### config.mk
export PLATFORM = sky130hd
export DESIGN_NAME = rl_pair_dispatch_controller
export DESIGN_NICKNAME = d
export VERILOG_FILES = /design/src/rtl/rl_pair_dispatch_controller_pkg.sv /design/src/rtl/rl_pair_dispatch_controller_mask_gen.sv /design/src/rtl/rl_pair_dispatch_controller.sv
export SDC_FILE = /design/constraint.sdc
export NUM_CORES = 1
export LEC_CHECK = 0
export CAP_MARGIN = 40
export CORE_AREA = 2 2 513 515
export DETAILED_ROUTE_END_ITERATION = 10
export DIE_AREA = 0 0 515 517
export GPL_TIMING_DRIVEN = 0
export PLACE_DENSITY_LB_ADDON = 0.12
export SLEW_MARGIN = 20
export SYNTH_ARGS = -nofsm -noshare
export SYNTH_HDL_FRONTEND = slang
export SYNTH_SLANG_ARGS = --single-unit
### constraint.sdc
create_clock -name clk -period 4.8 [get_ports clk]
set_input_delay 0.96 -clock clk [delete_from_list [all_inputs] [get_ports clk]]
set_output_delay 0.96 -clock clk [all_outputs]
set_load 0.05 [all_outputs]
### src/rtl/rl_pair_dispatch_controller_pkg.sv
// Shared widths, FSM encoding and stage-1 bundle for the pair dispatcher.
// start_row() picks the first neighbor row a home particle visits.
package rl_pair_dispatch_controller_pkg;

  localparam int DATA_WIDTH          = 32;
  localparam int NUM_FILTER          = 4;
  localparam int LANE_BITS           = $clog2(NUM_FILTER);
  localparam int PARTICLE_ADDR_WIDTH = 7;
  localparam int ROW_ADDR_WIDTH      = PARTICLE_ADDR_WIDTH - LANE_BITS;
  localparam int COUNT_WIDTH         = PARTICLE_ADDR_WIDTH + 1;
  localparam int PAIR_WIDTH          = 2 * PARTICLE_ADDR_WIDTH + 1;
  localparam int LANE_DATA_WIDTH     = NUM_FILTER * DATA_WIDTH;

  typedef enum logic [1:0] {
    ST_IDLE  = 2'd0,
    ST_RUN   = 2'd1,
    ST_DRAIN = 2'd2
  } state_t;

  typedef logic [COUNT_WIDTH-1:0]    count_t;
  typedef logic [ROW_ADDR_WIDTH-1:0] row_t;

  typedef struct packed {
    logic                  valid;
    logic [NUM_FILTER-1:0] mask;
  } issue_t;

  // Self-cell sweeps begin at the row holding particle i+1.
  function automatic row_t start_row(
    input count_t i,
    input logic   self_cell
  );
    count_t n;
    n = i + 1'b1;
    return self_cell ? row_t'(n >> LANE_BITS) : '0;
  endfunction

endpackage

### src/rtl/rl_pair_dispatch_controller_mask_gen.sv
// Lane-valid mask for one broadcast group (home i, neighbor row r).
// A lane is live if its neighbor exists and, in self-cell mode, j > i.
module rl_pair_mask_gen
  import rl_pair_dispatch_controller_pkg::*;
(
  input  logic [COUNT_WIDTH-1:0]    home_idx,
  input  logic [ROW_ADDR_WIDTH-1:0] row,
  input  logic [COUNT_WIDTH-1:0]    neighbor_count,
  input  logic                      self_cell,
  output logic [NUM_FILTER-1:0]     mask
);

  for (genvar k = 0; k < NUM_FILTER; k++) begin : g_lane
    logic [COUNT_WIDTH-1:0] idx;
    logic                   in_cell;
    logic                   above_home;

    assign idx        = {1'b0, row, LANE_BITS'(k)};
    assign in_cell    = idx < neighbor_count;
    assign above_home = idx > home_idx;
    assign mask[k]    = in_cell && (!self_cell || above_home);
  end

endmodule

### src/rtl/rl_pair_dispatch_controller.sv
// Sweeps one home cell against one neighbor cell, issuing one home x
// NUM_FILTER-neighbor group per cycle through a 2-stage read pipeline.
module rl_pair_dispatch_controller
  import rl_pair_dispatch_controller_pkg::*;
(
  input  logic                           clk,
  input  logic                           rst,
  input  logic                           start,
  input  logic                           self_cell,
  input  logic [COUNT_WIDTH-1:0]         home_count,
  input  logic [COUNT_WIDTH-1:0]         neighbor_count,
  output logic [PARTICLE_ADDR_WIDTH-1:0] home_rd_addr,
  input  logic [DATA_WIDTH-1:0]          home_rd_x,
  input  logic [DATA_WIDTH-1:0]          home_rd_y,
  input  logic [DATA_WIDTH-1:0]          home_rd_z,
  output logic [ROW_ADDR_WIDTH-1:0]      nb_rd_addr,
  input  logic [LANE_DATA_WIDTH-1:0]     nb_rd_x,
  input  logic [LANE_DATA_WIDTH-1:0]     nb_rd_y,
  input  logic [LANE_DATA_WIDTH-1:0]     nb_rd_z,
  input  logic [NUM_FILTER-1:0]          back_pressure_to_input,
  output logic [NUM_FILTER-1:0]          input_valid,
  output logic [LANE_DATA_WIDTH-1:0]     refx,
  output logic [LANE_DATA_WIDTH-1:0]     refy,
  output logic [LANE_DATA_WIDTH-1:0]     refz,
  output logic [LANE_DATA_WIDTH-1:0]     neighborx,
  output logic [LANE_DATA_WIDTH-1:0]     neighbory,
  output logic [LANE_DATA_WIDTH-1:0]     neighborz,
  output logic                           busy,
  output logic                           done,
  output logic [PAIR_WIDTH-1:0]          pair_count
);

  state_t                state;
  count_t                i_q;
  row_t                  r_q;
  count_t                home_cnt_q;
  count_t                nb_cnt_q;
  logic                  self_q;
  issue_t                s1;

  logic [NUM_FILTER-1:0] mask;
  logic                  stall;
  count_t                nb_last;
  row_t                  last_row;
  count_t                next_i;
  count_t                next_j;
  logic                  next_ok;
  logic                  first_ok;

  assign home_rd_addr = i_q[PARTICLE_ADDR_WIDTH-1:0];
  assign nb_rd_addr   = r_q;

  rl_pair_mask_gen u_mask_gen (
    .home_idx       (i_q),
    .row            (r_q),
    .neighbor_count (nb_cnt_q),
    .self_cell      (self_q),
    .mask           (mask)
  );

  assign stall    = |back_pressure_to_input;
  assign nb_last  = nb_cnt_q - 1'b1;
  assign last_row = row_t'(nb_last >> LANE_BITS);
  assign next_i   = i_q + 1'b1;
  assign next_j   = next_i + 1'b1;

  // A self-cell home with no partner above it is skipped outright.
  assign next_ok  = (next_i < home_cnt_q) &&
                    (!self_q || (next_j < nb_cnt_q));

  assign first_ok = (home_count != '0) &&
                    (neighbor_count != '0) &&
                    (!self_cell || (neighbor_count > count_t'(1)));

  always_ff @(posedge clk) begin
    if (rst) begin
      state       <= ST_IDLE;
      i_q         <= '0;
      r_q         <= '0;
      home_cnt_q  <= '0;
      nb_cnt_q    <= '0;
      self_q      <= 1'b0;
      s1          <= '0;
      input_valid <= '0;
      refx        <= '0;
      refy        <= '0;
      refz        <= '0;
      neighborx   <= '0;
      neighbory   <= '0;
      neighborz   <= '0;
      busy        <= 1'b0;
      done        <= 1'b0;
      pair_count  <= '0;
    end else begin
      done        <= 1'b0;
      s1.valid    <= 1'b0;
      input_valid <= s1.valid ? s1.mask : '0;

      if (s1.valid) begin
        refx      <= {NUM_FILTER{home_rd_x}};
        refy      <= {NUM_FILTER{home_rd_y}};
        refz      <= {NUM_FILTER{home_rd_z}};
        neighborx <= nb_rd_x;
        neighbory <= nb_rd_y;
        neighborz <= nb_rd_z;
      end

      unique case (state)
        ST_IDLE: begin
          if (start) begin
            home_cnt_q <= home_count;
            nb_cnt_q   <= neighbor_count;
            self_q     <= self_cell;
            pair_count <= '0;
            busy       <= 1'b1;
            i_q        <= '0;
            r_q        <= start_row('0, self_cell);
            state      <= first_ok ? ST_RUN : ST_DRAIN;
          end
        end

        ST_RUN: begin
          if (!stall) begin
            s1.valid   <= 1'b1;
            s1.mask    <= mask;
            pair_count <= pair_count + PAIR_WIDTH'($countones(mask));
            if (r_q == last_row) begin
              if (next_ok) begin
                i_q <= next_i;
                r_q <= start_row(next_i, self_q);
              end else begin
                state <= ST_DRAIN;
              end
            end else begin
              r_q <= r_q + 1'b1;
            end
          end
        end

        // Stage 1 always empties into stage 2 on this edge, so done
        // lands in the same cycle as the final group.
        ST_DRAIN: begin
          done  <= 1'b1;
          busy  <= 1'b0;
          state <= ST_IDLE;
        end

        default: state <= ST_IDLE;
      endcase
    end
  end

endmodule

==> results of run 1 <==
timing repair:
item | 4_1_cts | 5_1_grt
gates resized for setup | 0 | 1
buffers inserted | 0 | 2
endpoints found under the setup margin | 0 | 5
final cells by class:
| class | count | area [um2] |
|---|---|---|
| Clock inverter | 31 | 460 |
| Clock buffer | 116 | 2310 |
| Sequential cell | 538 | 10800 |
| Tap cell | 3420 | 4280 |
| Buffer | 420 | 2720 |
| Antenna cell | 21 | 52.6 |
| Inverter | 30 | 113 |
| Fill cell | 29200 | 218000 |
| Multi-Input combinational cell | 1316 | 8920 |
| Timing Repair Buffer | 1348 | 13700 |
routing by layer:
layer / share of wire / vias up / GRT usage / wire length, um
met5: 0.0022 / - / 0 / 341
met4: 0.021 / 54 / 0.0299 / 3260
met3: 0.11 / 199 / 0.0543 / 16700
met2: 0.52 / 930 / 0.203 / 79200
met1: 0.35 / 9773 / 0.107 / 53600
li1: - / 10300 / - / -
power by group:
group | internal [mW] | total (mW) | switching (mW)
Clock | 3.79 | 6.38 | 2.59
Sequential | 4.50 | 4.54 | 0.0360
Combinational | 0.551 | 1.06 | 0.505
synthesized netlist by cell type (all sizes together), types with 4 or more instances:
library cell	number
o22ai	4
nand3	19
nor2	519
mux2i	485
ha	33
nor2b	4
and2	4
o21bai	4
nand4	6
xnor2	12
xor2	21
nor3	9
nand2b	5
a31oi	6
a21oi	40
clkbuf	76
dfxtp	538
buf	344
nor4	6
o21ai	18
nand2	67
a211oi	6
inv	29
nor3b	6
critical path, cell delays in order (launching register included):
cell and delay [ps]:
dfxtp_1 340, buf_2 180, clkinv_1 240, ha_1 420
a21oi_1 80, o22ai_1 240, nand2_1 100, a221oi_1 640
fa_1 530, inv_1 70, fa_1 170, inv_1 60
fa_1 500, nand3_1 140, nor2_1 90, nand4_1 130
xor2_1 170, nor2_1 50
registers in the layout, indices dropped and copies added (netlist names), 8 cells and up:
name,count
refz,32
nb_cnt_q,8
i_q,8
home_cnt_q,8
neighborz,128
neighbory,128
neighborx,128
refx,32
refy,32
pair_count,15
how the worst min path moves through the flow:
stage	from	to	slack, ps
CTS	home_cnt_q[5]	home_cnt_q[5]	460
detailed placement	s1[3]	input_valid[3]	450
floorplan	s1[2]	input_valid[2]	420
finish	home_cnt_q[5]	home_cnt_q[5]	460
global placement	s1[3]	input_valid[3]	450
global route	home_cnt_q[5]	home_cnt_q[5]	480
through the flow:
stage	hold slack, ps	setup WS [ps]	utilization	instance area [um2]	TNS [ps]
6_report	457	498	0.166	43300	0
3_5_place_dp	449	301	0.155	40400	0
2_1_floorplan	421	1030	-	22500	0
4_1_cts	461	228	0.165	43100	0
5_1_grt	481	21.3	0.166	43300	0
3_3_place_gp	454	-678	0.153	39800	-44030
logic make-up after synthesis:
kind of cell / Yosys count / synth area share
DFF: 538 / 0.479
muxes: 486 / 0.216
xor gates and xnor gates: 33 / 0.0128
adders and majority gates: 36 / 0.0210
AOI/OAI and AO/OA: 98 / 0.0271
buffers and inverters: 450 / 0.125
and+or+nand+nor: 663 / 0.119
==> flow_metrics.py, run 1 <==
metrics = {
    "clock_network": {
        "insertion_delay_ps": 720,
        "cts_root_buffer": "clkbuf_16",
        "ctsHoldBuffers": 0,
        "cts_tree": "built",
        "clkTransAtPathRegs_ps": 60,
        "cts_buffer_depth": 3,
        "clkSinkCount": 538,
        "cts_made_buffers": 80,
        "htreeDepth": 3,
    },
    "yosys": {
        "syn_area_mm2": 0.0225,
        "synthCells": 2304,
        "postSynthAreaPerCell_um2": 9.77,
        "syn-num-nets": 2844,
        "synth_top_area_cell": "dfxtp_1",
        "synth-edff-count": 0,
        "ys.warnings.count": 0,
        "synthArstFlopShare": 0,
        "ys_seq_area_frac": 0.479,
        "synth_cell_types": 55,
        "synth_flop_cell": "dfxtp_1",
        "synth_top_area_share": 0.479,
        "synth_seq_cells": 538,
        "synthTopCellsByArea": "dfxtp_1 (48%), mux2i_1 (22%), buf_4 (9.9%)",
    },
    "pwr": {
        "p_leak_nw": 14.9,
        "p_per_area_mw_per_mm2": 277,
        "finalPower_mw": 12.0,
        "ir_drop_mv": 0.235,
    },
    "placement": {
        "dp_cells": 7062,
        "dp.final_hpwl_mm": 128,
        "io_buffers": 1303,
        "gp_congestion": 0.752,
    },
    "setup_path": {
        "cp_data_required_time_ps": 5340,
        "worstSetupPathType": "reg2reg",
        "reg2reg_slack_ps": 500,
        "endpoint": "pair_count[14]",
        "start_kind": "register",
        "crit_arrival_ps": 4840,
        "r2r-start": "i_q[3]",
        "rr_worst_depth": 17,
        "endpoint_kind": "register",
        "crit_fanout": 7,
        "crit_start": "i_q[3]",
        "reg2reg_to": "pair_count[14]",
    },
    "sta": {
        "rsz0062_at_grt": "false",
        "drv_slew": 0,
        "fin_worst_skew_ps": 51.7,
        "tightest_slew_ps": 871,
        "post-route-period-util": 0.896,
        "fin_crit_ps": 4300,
        "hold_violations": 0,
        "max_freq_mhz": 232,
        "max_slew_margin": 0.417,
        "setup_viol": 0,
    },
    "global_routing": {
        "antenna_found_initial": 64,
        "grt_max_degree": 13,
        "grt_pass1_vias": 21800,
        "gr-total-overflow": 0,
        "grt_pass1_wl_mm": 198,
        "track_usage": 0.110,
    },
    "drt": {
        "drt-total-wl_mm": 153,
        "via_per_inst": 2.93,
        "first_iter_violations": 605,
        "routedWlPerCell_um": 21.1,
        "firstDrtPassIters": 4,
        "ant_nets": 0,
        "dr_total_vias": 21200,
        "drc_errors": 0,
    },
    "min_path": {
        "hold_path_depth": 2,
        "min_path_type": "reg2reg",
    },
    "die": {
        "fp-row-count": 188,
        "start_util": 0.0862,
        "dieArea_mm2": 0.266,
        "core-area_mm2": 0.261,
        "die_h_um": 517,
        "fp.dieW_um": 515,
        "io_pins": 1305,
    },
    "cells_and_area": {
        "final_cells": 7240,
        "nets": 4274,
        "area_growth_pct": 92.4,
        "layout_common_cells": "clkdlybuf4s50_1 (1303), dfxtp_1 (537), nor2_1 (519), mux2i_1 (485), buf_4 (298)",
        "drive_gt1_frac": 0.131,
        "final_common_cell": "clkdlybuf4s50_1",
    },
    "flow_run": {
        "max_cap_viol_count": 0,
    },
    "run_status": {
        "outcome": "complete, no violations",
    },
}
(Power assumes the default switching activity.)
==> inputs of run 2 (changes only) <==
Settings changed: CORE_AREA 2 2 513 515 to 2 2 504 506, DIE_AREA 0 0 515 517 to 0 0 506 508, SETUP_SLACK_MARGIN from default to 0.4.
Clock period 4.8 ns to 3.7 ns, I/O delays scaled along.
==> flow_metrics.py, run 2 (synthesized netlist as in run 1, its figures left out) <==
metrics = {
    "clock_network": {
        "insertion_delay_ps": 720,
        "cts_buffer_depth": 3,
        "ctsHoldBuffers": 0,
        "cts_tree": "built",
        "clkTransAtPathRegs_ps": 60,
        "cts_root_buffer": "clkbuf_16",
        "htreeDepth": 3,
        "cts_made_buffers": 79,
        "clkSinkCount": 538,
    },
    "drt": {
        "dr_total_vias": 21200,
        "drt-total-wl_mm": 151,
        "firstDrtPassIters": 7,
        "via_per_inst": 2.94,
        "first_iter_violations": 612,
        "ant_nets": 0,
        "routedWlPerCell_um": 21.0,
        "drc_errors": 0,
    },
    "cells_and_area": {
        "top_regs": "neighborx (128), neighbory (128), neighborz (128)",
        "area_growth_pct": 94.4,
        "final_common_cell": "clkdlybuf4s50_1",
        "drive_gt1_frac": 0.159,
        "layout_common_cells": "clkdlybuf4s50_1 (1303), dfxtp_1 (524), nor2_1 (513), mux2i_1 (485), buf_4 (321)",
        "fillCellCount": 28200,
        "nets": 4299,
        "multi_input_area_mm2": 0.00943,
        "area.sequential_mm2": 0.0108,
    },
    "sta": {
        "max_slew_margin": 0.408,
        "hold_violations": 0,
        "rsz0062_at_grt": "true",
        "max_freq_mhz": 283,
        "fin_worst_skew_ps": 49.8,
        "tightest_slew_ps": 885,
        "post-route-period-util": 0.953,
        "holdWs_ps": 417,
        "setup_viol": 0,
        "drv_slew": 0,
        "fin_crit_ps": 3530,
    },
    "die": {
        "start_util": 0.0892,
        "io_pins": 1305,
        "fp-row-count": 185,
        "dieArea_mm2": 0.257,
        "die_h_um": 508,
        "fp.dieW_um": 506,
        "core-area_mm2": 0.252,
    },
    "run_status": {
        "outcome": "complete, no violations",
    },
    "placement": {
        "dp.final_hpwl_mm": 126,
        "gp_congestion": 0.764,
        "io_buffers": 1303,
    },
    "setup_path": {
        "crit_fanout": 8,
        "start_kind": "register",
        "crit_path_max_incr_delay_ps": 440,
        "crit_arrival_ps": 4100,
        "worstSetupPathType": "reg2reg",
        "crit_family": "simple AND/OR/NAND/NOR gates",
        "crit_chain": "buf_8 > clkinvlp_4 > ha_4 > nand2_2 > or4_4 > nor3b_4 > xor2_2 > ha_1 > a21oi_2 > o22ai_2 > nor3_2 > nand3_2 > nor3b_4 > buf_6 > a211oi_1 > a31o_1",
        "endpoint_kind": "register",
        "cp_common_cell": "nor3b_4",
        "cp_slowest_cell": "or4_4",
        "crit_buf_inv": 3,
        "cp_data_required_time_ps": 4280,
    },
    "min_path": {
        "min_path_type": "reg2reg",
    },
    "pwr": {
        "p_leak_nw": 15.1,
        "p_per_area_mw_per_mm2": 344,
        "power.switching_mw": 4.05,
        "seq_power_share": 0.391,
        "power.internal_mw": 11.0,
        "finalPower_mw": 15.1,
        "clockPowerShare": 0.512,
        "p_comb_frac": 0.097,
        "ir_drop_mv": 0.269,
        "p_sw_frac": 0.269,
    },
    "global_routing": {
        "track_usage": 0.113,
        "grt_pass1_vias": 21600,
        "gr-total-overflow": 0,
        "grt_pass1_wl_mm": 198,
        "antenna_found_initial": 57,
        "grt_max_degree": 13,
    },
    "flow_run": {
        "max_cap_viol_count": 0,
    },
}
## run 2: cell types whose count changed in the layout (fill, tap and decap cells not counted), moves of 7 or more
cell      change
buf_4        +23
dfxtp_1      -13
buf_6        +12
nand3_1      -10
o21ai_0      -10
a21oi_1       -9
nand3_2       +9
a21oi_2       +8
dfxtp_4       +8
nand2_1       -8
clkbuf_1      -7
## run 2: worst paths after layout
| kind | from | endpoint | slack [ps] | cells past startpoint |
|---|---|---|---|---|
| setup / recovery | i_q[0] | i_q[2] | 170 | 16 |
| hold / removal | s1[0] | input_valid[0] | 420 | 1 |
| setup reg to reg | i_q[0] | i_q[2] | 170 | 16 |
| hold reg to reg | s1[0] | input_valid[0] | 420 | 1 |
## run 2: timing repair
item | 4_1_cts | 5_1_grt
pin swaps | 35 | 25
resized for setup | 76 | 48
setup endpoints to repair | 35 | 30
setup buffers | 29 | 5
## run 2: power groups by stage
stage	Clock (mW)	Sequential, mW	Combinational [mW]
final	7.71	5.88	1.46
after global routing	8.34	5.89	1.57
after CTS	8.20	5.88	1.49
after detailed placement	0	6.01	1.40
after global placement	0	6.01	1.39
after floorplan	0	6.11	0.385
## run 2: cell type report
cell class	instances	area share
clock inverters	24	0.00686
multi-input cells	1316	0.215
plain buffers	420	0.0628
well taps	3366	0.0962
clock buffers	109	0.0512
repair buffers	1374	0.316
inverters	30	0.00286
flip-flops and latches	538	0.247
diodes	23	0.00132
## run 2: metrics by stage
| step | setup slack [ps] | std cells | TNS [ps] | area (um2) | util |
|---|---|---|---|---|---|
| after global placement | -1160 | 6973 | -138990 | 39800 | 0.158 |
| after CTS | 97.6 | 7162 | 0 | 43300 | 0.172 |
| final | 173 | 7200 | 0 | 43800 | 0.173 |
| after detailed placement | -327 | 7000 | -4680 | 40300 | 0.160 |
| after floorplan | 396 | 2304 | 0 | 22600 | - |
| after global routing | -36.4 | 7181 | -40.7 | 43700 | 0.173 |
## run 2: metal layers
layer / vias to the layer above / global-route usage / wire, um
li1: 10300 / - / -
met1: 9665 / 0.116 / 55300
met2: 957 / 0.196 / 74400
met3: 185 / 0.0587 / 17300
met4: 46 / 0.0394 / 4210
met5: - / 0 / 296
## run 2: worst register-to-register path, stage by stage, from the launching register on
cell        delay (ps)
dfxtp_4            380
buf_8              110
clkinvlp_4         100
ha_4               280
nand2_2             50
or4_4              440
nor3b_4            220
xor2_2             180
ha_1               290
a21oi_2            180
o22ai_2             90
nor3_2             150
nand3_2            140
nor3b_4            320
buf_6              190
a211oi_1            80
a31o_1             200
==> inputs of run 3 (changes only) <==
--- a/config.mk
+++ b/config.mk
@@ -7,7 +7,7 @@
 export LEC_CHECK = 0
 export CAP_MARGIN = 40
-export CORE_AREA = 2 2 504 506
+export CORE_AREA = 2 2 507 509
 export DETAILED_ROUTE_END_ITERATION = 10
-export DIE_AREA = 0 0 506 508
+export DIE_AREA = 0 0 509 511
 export GPL_TIMING_DRIVEN = 0
 export PLACE_DENSITY_LB_ADDON = 0.12
==> constraint.sdc (replaced) <==
create_clock -name clk -period 3.7 [get_ports clk]
set_input_delay 0.74 -clock clk [delete_from_list [all_inputs] [get_ports clk]]
set_output_delay 0.74 -clock clk [all_outputs]
set_load 0.01 [all_outputs]
==> flow_metrics.py, run 3 (synthesized netlist as in run 1, its figures left out) <==
metrics = {
    "sta": {
        "fin_crit_ps": 3630,
        "fin_worst_skew_ps": 66.7,
        "drv_slew": 0,
        "tightest_slew_ps": 807,
        "post-route-period-util": 0.982,
        "max_freq_mhz": 275,
        "setup_viol": 0,
        "rsz0062_at_grt": "true",
        "holdWs_ps": 454,
        "max_slew_margin": 0.462,
        "fin_tns_setup_ps": 0,
        "hold_violations": 0,
        "setup_ws_ps": 68.0,
    },
    "cells_and_area": {
        "final_cells": 7226,
        "fillCellCount": 28500,
        "area_growth_pct": 94.5,
        "drive_gt1_frac": 0.153,
        "layout_common_cells": "clkdlybuf4s50_1 (1303), dfxtp_1 (527), nor2_1 (515), mux2i_1 (485), buf_4 (324)",
        "final_common_cell": "clkdlybuf4s50_1",
        "nets": 4302,
        "top_regs": "neighborx (128), neighbory (128), neighborz (128)",
    },
    "drt": {
        "first_iter_violations": 617,
        "ant_nets": 0,
        "drt-total-wl_mm": 151,
        "firstDrtPassIters": 4,
        "dr_total_vias": 21200,
        "via_per_inst": 2.94,
        "drc_errors": 0,
        "routedWlPerCell_um": 20.9,
    },
    "clock_network": {
        "clkTransAtPathRegs_ps": 60,
        "cts_root_buffer": "clkbuf_16",
        "cts_made_buffers": 82,
        "htreeDepth": 3,
        "insertion_delay_ps": 730,
        "cts_tree": "built",
        "cts_buffer_depth": 3,
        "clkSinkCount": 538,
    },
    "die": {
        "core-area_mm2": 0.255,
        "fp-row-count": 186,
        "start_util": 0.0882,
        "dieArea_mm2": 0.260,
        "fp.dieW_um": 509,
        "die_h_um": 511,
        "io_pins": 1305,
    },
    "setup_path": {
        "crit_path_max_incr_delay_ps": 440,
        "worst-path-stages": 17,
        "crit_arrival_ps": 4250,
        "start_kind": "register",
        "rr_worst_depth": 17,
        "cp_slowest_cell": "or4_4",
        "worstSetupPathType": "reg2reg",
        "cp_data_required_time_ps": 4320,
        "endpoint_kind": "register",
        "cp_common_cell": "nor3b_4",
        "crit_buf_inv": 4,
        "crit_fanout": 5,
        "crit_chain": "buf_8 > clkinvlp_4 > ha_4 > nand2_2 > or4_4 > nor3b_4 > xor2_1 > ha_1 > a21oi_2 > o22ai_1 > nor3_1 > nand3_1 > nor3b_4 > buf_6 > buf_12 > a211oi_1 > a31o_1",
        "crit_family": "simple AND/OR/NAND/NOR gates",
    },
    "global_routing": {
        "antenna_found_initial": 72,
        "grt_max_degree": 14,
        "grt_pass1_wl_mm": 198,
        "gr-total-overflow": 0,
        "track_usage": 0.112,
        "grt_pass1_vias": 21500,
    },
    "placement": {
        "dp.final_hpwl_mm": 126,
        "io_buffers": 1303,
        "gp_congestion": 0.768,
        "dp_slack_ps": -369,
        "dp_cells": 7025,
    },
    "pwr": {
        "ir_drop_mv": 0.312,
        "p_leak_nw": 15.1,
        "p_per_area_mw_per_mm2": 351,
    },
    "min_path": {
        "hold_path_depth": 1,
        "min_path_type": "reg2reg",
    },
    "run_status": {
        "outcome": "complete, no violations",
    },
    "flow_run": {
        "max_cap_viol_count": 0,
    },
}
## run 3: cell types whose count changed in the layout (fill, tap and decap cells not counted), moves of 4 or more
cell / previous run / this run
nand3_2: 9 / 3
diode_2: 23 / 15
a21oi_2: 8 / 2
clkbuf_16: 79 / 83
nand3_1: 9 / 16
clkbuf_8: 15 / 23
a21oi_1: 31 / 37
o21ai_2: 6 / 1
## run 3: power breakdown
group          leakage (nW)  switching [mW]  internal, mW
logic                  9.41           0.530         0.741
registers              4.35          0.0478          5.84
clock network          1.37            3.43          4.76
total                  15.1            4.01          11.3
## run 3: per-stage QoR
stage                     area, um2  power [mW]   util
after floorplan               22600        6.34      -
after global placement        39800        7.26  0.156
after detailed placement      40300        7.27  0.158
after CTS                     43600        15.8  0.171
after global routing          43700        16.1  0.171
final                         43800        15.3  0.171
## run 3: path summary, 6_finish.rpt
kind	startpoint	endpoint	slack, ps
setup reg to reg	i_q[0]	i_q[5]	70
setup / recovery	i_q[0]	i_q[5]	70
hold / removal	s1[2]	input_valid[2]	450
hold reg to reg	s1[2]	input_valid[2]	450
## run 3: repair_timing
item,4_1_cts,5_1_grt
hold endpoints to repair,0,0
endpoints found under the setup margin,30,29
gates resized for setup,68,18
pin swaps,22,20
hold buffers,0,0
setup buffers,25,5
## run 3: area by class of cell
class	instances	area (um2)	share of cell area
antenna	15	37.5	0.000857
clock buffer	121	2450	0.0560
multi-input combinational	1316	9240	0.211
tap	3384	4230	0.0967
clock inverter	28	329	0.00752
timing repair buffer	1374	13800	0.315
inverter	30	135	0.00309
sequential	538	10800	0.247
buffer	420	2750	0.0627
## run 3: layer usage
layer,up-vias,track usage,share of wire
met5,-,0,0.0026
met4,62,0.0321,0.025
met3,207,0.0549,0.11
met2,950,0.195,0.48
met1,9699,0.118,0.38
li1,10300,-,-
